## src/rtl/upc_serial_tx_pkg.sv

```systemverilog
// Shared types and framing constants for the UPC serial transmitter.
// Build option: UPC_PARITY_EN adds an even-parity bit after the data bits.
package upc_pkg;

    typedef enum logic [2:0] {
        IDLE,
        START,
        DATA,
        PARITY,
        STOP
    } tx_state_t;

    localparam int   UPC_W     = 3;
    localparam int   DATA_BITS = 4;
    localparam int   BIT_IDX_W = $clog2(DATA_BITS);
    localparam logic LINE_IDLE = 1'b1;
    localparam logic START_BIT = 1'b0;
    localparam logic STOP_BIT  = 1'b1;

    function automatic logic even_parity(input logic [UPC_W-1:0] i_upc, input logic i_mark);
        return ^{i_upc, i_mark};
    endfunction

endpackage

```

## src/rtl/upc_serial_tx_bit_timer.sv

```systemverilog
// Bit-period timer: counts 0..CLKS_PER_BIT-1 while a frame runs and flags the
// last cycle of each bit. Restarted on frame accept. Build option: UPC_PARITY_EN (unused here).
module upc_bit_timer
    import upc_pkg::*;
#(
    parameter int CLKS_PER_BIT = 4
) (
    input  logic clk,
    input  logic reset,
    input  logic i_restart,
    input  logic i_run,
    output logic o_tick
);

    localparam int CNT_W = (CLKS_PER_BIT > 1) ? $clog2(CLKS_PER_BIT) : 1;
    localparam logic [CNT_W-1:0] LAST = CNT_W'(CLKS_PER_BIT - 1);

    logic [CNT_W-1:0] r_count;
    logic             w_last;

    assign w_last = (r_count == LAST);
    assign o_tick = i_run && w_last;

    always_ff @(posedge clk) begin
        if (reset || i_restart || !i_run) begin
            r_count <= '0;
        end else if (w_last) begin
            r_count <= '0;
        end else begin
            r_count <= r_count + CNT_W'(1);
        end
    end

endmodule

```

## src/rtl/upc_serial_tx.sv

```systemverilog
// Scanner-side serial transmitter: frames {U,P,C,mark} as start/data/[parity]/stop.
// Build option: UPC_PARITY_EN includes the PARITY state; otherwise DATA goes straight to STOP.
module upc_serial_tx
    import upc_pkg::*;
#(
    parameter int CLKS_PER_BIT = 4,
    parameter int COUNT_W      = 8
) (
    input  logic               clk,
    input  logic               reset,
    input  logic               in_valid,
    output logic               in_ready,
    input  logic [UPC_W-1:0]   upc,
    input  logic               mark,
    output logic               tx_serial,
    output logic               busy,
    output logic               frame_done,
    output logic [COUNT_W-1:0] items_sent
);

    tx_state_t              r_state;
    tx_state_t              w_next_state;
    logic [DATA_BITS-1:0]   r_shift;
    logic [BIT_IDX_W-1:0]   r_bit_idx;
    logic [COUNT_W-1:0]     r_items;
    logic                   w_accept;
    logic                   w_tick;
    logic                   w_last_data;
    logic                   w_tx;
`ifdef UPC_PARITY_EN
    logic                   r_parity;
`endif

    assign in_ready    = (r_state == IDLE);
    assign busy        = ~in_ready;
    assign w_accept    = in_ready && in_valid;
    assign w_last_data = (r_bit_idx == BIT_IDX_W'(DATA_BITS - 1));
    assign frame_done  = (r_state == STOP) && w_tick;
    assign tx_serial   = w_tx;
    assign items_sent  = r_items;

    upc_bit_timer #(
        .CLKS_PER_BIT(CLKS_PER_BIT)
    ) u_bit_timer (
        .clk      (clk),
        .reset    (reset),
        .i_restart(w_accept),
        .i_run    (busy),
        .o_tick   (w_tick)
    );

    always_ff @(posedge clk) begin
        if (reset) begin
            r_state <= IDLE;
        end else begin
            r_state <= w_next_state;
        end
    end

    always_comb begin
        w_next_state = r_state;
        w_tx         = LINE_IDLE;
        case (r_state)
            IDLE: begin
                if (in_valid) w_next_state = START;
            end
            START: begin
                w_tx = START_BIT;
                if (w_tick) w_next_state = DATA;
            end
            DATA: begin
                w_tx = r_shift[DATA_BITS-1];
                if (w_tick && w_last_data) begin
`ifdef UPC_PARITY_EN
                    w_next_state = PARITY;
`else
                    w_next_state = STOP;
`endif
                end
            end
`ifdef UPC_PARITY_EN
            PARITY: begin
                w_tx = r_parity;
                if (w_tick) w_next_state = STOP;
            end
`endif
            STOP: begin
                w_tx = STOP_BIT;
                if (w_tick) w_next_state = IDLE;
            end
            default: w_next_state = IDLE;
        endcase
    end

    // Data is sent MSB first (U, P, C, mark); the shifter advances once per bit period.
    always_ff @(posedge clk) begin
        if (reset) begin
            r_shift   <= '0;
            r_bit_idx <= '0;
        end else if (w_accept) begin
            r_shift   <= {upc, mark};
            r_bit_idx <= '0;
        end else if ((r_state == DATA) && w_tick) begin
            r_shift   <= {r_shift[DATA_BITS-2:0], 1'b0};
            r_bit_idx <= r_bit_idx + BIT_IDX_W'(1);
        end
    end

`ifdef UPC_PARITY_EN
    always_ff @(posedge clk) begin
        if (reset) begin
            r_parity <= 1'b0;
        end else if (w_accept) begin
            r_parity <= even_parity(upc, mark);
        end
    end
`endif

    always_ff @(posedge clk) begin
        if (reset) begin
            r_items <= '0;
        end else if (frame_done) begin
            r_items <= r_items + COUNT_W'(1);
        end
    end

endmodule

```

## config.mk

```make
export PLATFORM = sky130hd
export DESIGN_NAME = upc_serial_tx
export DESIGN_NICKNAME = d
export VERILOG_FILES = /design/src/rtl/upc_serial_tx_pkg.sv /design/src/rtl/upc_serial_tx_bit_timer.sv /design/src/rtl/upc_serial_tx.sv
export SDC_FILE = /design/constraint.sdc
export NUM_CORES = 1
export LEC_CHECK = 0
export ABC_AREA = 1
export CORE_AREA = 10 10 74 76
export CTS_CLUSTER_SIZE = 8
export DETAILED_ROUTE_END_ITERATION = 10
export DIE_AREA = 0 0 84 86
export GPL_TIMING_DRIVEN = 0
export SLEW_MARGIN = 20
export SYNTH_ARGS = -nofsm -noshare
export SYNTH_HDL_FRONTEND = slang
export SYNTH_SLANG_ARGS = --single-unit
```

## constraint.sdc

```tcl
create_clock -name clk -period 3.95 [get_ports clk]
set_clock_uncertainty 0.2 [all_clocks]
set_input_delay 0.79 -clock clk [delete_from_list [all_inputs] [get_ports clk]]
set_output_delay 0.79 -clock clk [all_outputs]
set_load 0.03 [all_outputs]
```

==> run metrics <==
run status=complete, no violations; share of cells above drive strength 1=0.146; number of global-route vias before repair=813; overflow left after global routing=0; R2R depth=6; data arrival time at the worst-slack endpoint=1850 ps; number of input and output port buffers inserted=17; Rows=23; Yosys cell types=25; Ports=19; routed via count divided by cell count=4.27; DRC violations left=0; sequential cell area fraction in the yosys report=0.364; Max-cap violations=0; minimum setup slack after placement=1360 ps; synth-to-layout area growth=26.6%; Area contributors post-synth=sky130_fd_sc_hd__dfxtp_1 (36%), sky130_fd_sc_hd__nand2_1 (11%), sky130_fd_sc_hd__nand3_1 (7.7%); net count reported at finish=169; die height=86 µm; Setup Buffers After CTS=0; Crit-path slowest cell=sky130_fd_sc_hd__clkdlybuf4s50_1; power density of the placed cells=363 nW/µm²; crit share post-route=0.720; wire length after detailed routing=2080 µm; clock tree from TritonCTS=yes; number of clock buffers inserted by TritonCTS=3; post-detailed-route wirelength per cell=10.0 µm; pin count of the biggest net entering global routing=11; leakage component of the power=0.567 nW; worst path buffer plus inverter count=2; Final Critical Period=2840 ps; number of clock sinks=19; transition time of the tightest slew-check pin=336 ps; Max transition margin=0.775; nature of the critical path startpoint=flop; category of cells accounting for the largest share of critical-path delay=buffers and inverters; nets in the synthesized netlist=147; via count of the routed design=888; RSZ-0062 raised after global routing=false; number of levels in the clock H-tree=1; total routing resource utilization after global routing=0.0593; critical path cell sequence=ha_1 > nand3_2 > inv_2 > clkdlybuf4s50_1; post-synthesis instance area=1040 µm²; Worst IR Drop VDD=138 µV; effective utilization at floorplan=0.263; final hold violation count=0; Max Clk Rate=352 MHz; CP Class=flop to output pin; maximum count of clock buffers along a single path=2; cells resized by post-CTS repair=0; Hold Crit Endpoint=u_bit_timer.r_count[0]; final sum of negative setup slack=0 ps; routability congestion estimate from global placement=0.701; class of the worst hold path=flop to flop; end-of-flow core utilization=0.333; Post-Syn Instances=137; share of the synthesized area in the top cell type=0.364; Die ar.=7220 µm²; Detail Route Antenna Nets=0; worst hold start=u_bit_timer.r_count[0]; terminus of the critical flop-to-flop path=items_sent[4]; required arrival time at the worst endpoint=2960 ps; flop and latch count out of synthesis=19; Placeable Area=3970 µm²; global-route wire length before repair=3630 µm; element type at the critical path end=output pin; total power consumption of the routed design=0.480 mW; number of DRC markers in iteration 0=20; count of synthesis-stage warnings from yosys=0; final setup violation count=0; clock-pin slew on the worst setup and hold paths=70 ps; cts-stage hold buffer count=0; highest net fanout along the worst path=8; clock latency on the worst-skew pair=260 ps; cell at the root of the clock tree=sky130_fd_sc_hd__clkbuf_8; dominant cell type by area after synthesis=sky130_fd_sc_hd__dfxtp_1; post-detailed-placement half-perimeter wirelength=1610 µm; flop-to-flop setup slack=2440 ps; total iterations of the first detailed-routing run=4; reg2reg start=u_bit_timer.r_count[0]; Slowest Stage Delay on Critical Path=690 ps; antenna fix cells=0; number of antenna violations at the first check in global routing=0; post-route setup slack=1110 ps; die width=84 µm; Post-Syn Area per Cell=7.63 µm²; worst hold stages=1; Final Max Tran Viols=0
==> logic make-up after synthesis <==
group / synth area share
compound gates: 0.116
buf+inv: 0.114
flops: 0.364
simple gates: 0.370
fa+ha+maj: 0.0359
==> sequential cells by signal, indices dropped and copies added, names as in the netlist <==
| signal | cells |
|---|---|
| r_shift | 4 |
| r_bit_idx | 2 |
| items_sent | 8 |
| r_state | 3 |
| u_bit_timer.r_count | 2 |
==> through the flow <==
stage | cells | instance area (µm²) | hold slack (ps)
4_1_cts | 208 | 1320 | 226
5_1_grt | 208 | 1320 | 255
3_3_place_gp | 204 | 1280 | 217
3_5_place_dp | 204 | 1280 | 215
6_report | 208 | 1320 | 223
2_1_floorplan | 137 | 1040 | 199
==> layer usage <==
| metal | track usage | share of wire |
|---|---|---|
| met5 | 0 | 0 |
| met4 | 0.0320 | 0.017 |
| met2 | 0.0955 | 0.47 |
| met3 | 0.0170 | 0.044 |
| met1 | 0.0694 | 0.47 |
==> cell usage after synthesis (all sizes together) <==
master  instances
o21ai           5
clkinv          2
bufbuf          1
ha              3
a31oi           1
inv            20
nand2          38
a21oi          15
nor3b           1
dfxtp          19
nand4           1
nor2           12
o21a            1
nand3          18
==> placed cells by master (no fill, tap or decap), drive strengths merged <==
cell / count
clkinv: 2
o21a: 1
nand2: 38
nand3: 18
nor3b: 1
clkbuf: 4
nor2: 12
a21oi: 15
ha: 3
dfxtp: 19
clkdlybuf4s50: 17
nand4: 1
bufbuf: 1
o21ai: 5
a31oi: 1
inv: 20
==> cell type report <==
cell class                 instances  area (µm²)
multi-input combinational         95         546
inverter                          22        86.3
sequential                        19         380
fill                             431        2650
tap                               50        62.6
clock buffer                       4        45.0
buffer                             1        32.5
timing repair buffer              17         170
==> report_power, final <==
group	switching (mW)	internal [mW]	leakage, nW
Combinational	0.0784	0.0522	0.390
Sequential	0.0100	0.202	0.154
Clock	0.0652	0.0717	0.0228
==> worst max path at each step <==
| stage | from | end | slack (ps) | depth (start not counted) |
|---|---|---|---|---|
| finish | u_bit_timer.r_count[0] | frame_done | 1110 | 4 |
| detailed placement | u_bit_timer.r_count[0] | frame_done | 1360 | 4 |
| floorplan | r_state[2] | tx_serial | 1580 | 4 |
| global placement | u_bit_timer.r_count[0] | frame_done | 1350 | 4 |
| CTS | u_bit_timer.r_count[0] | frame_done | 1060 | 4 |
| global route | r_state[2] | tx_serial | 990 | 5 |
Power figures use the tool's default switching activity.
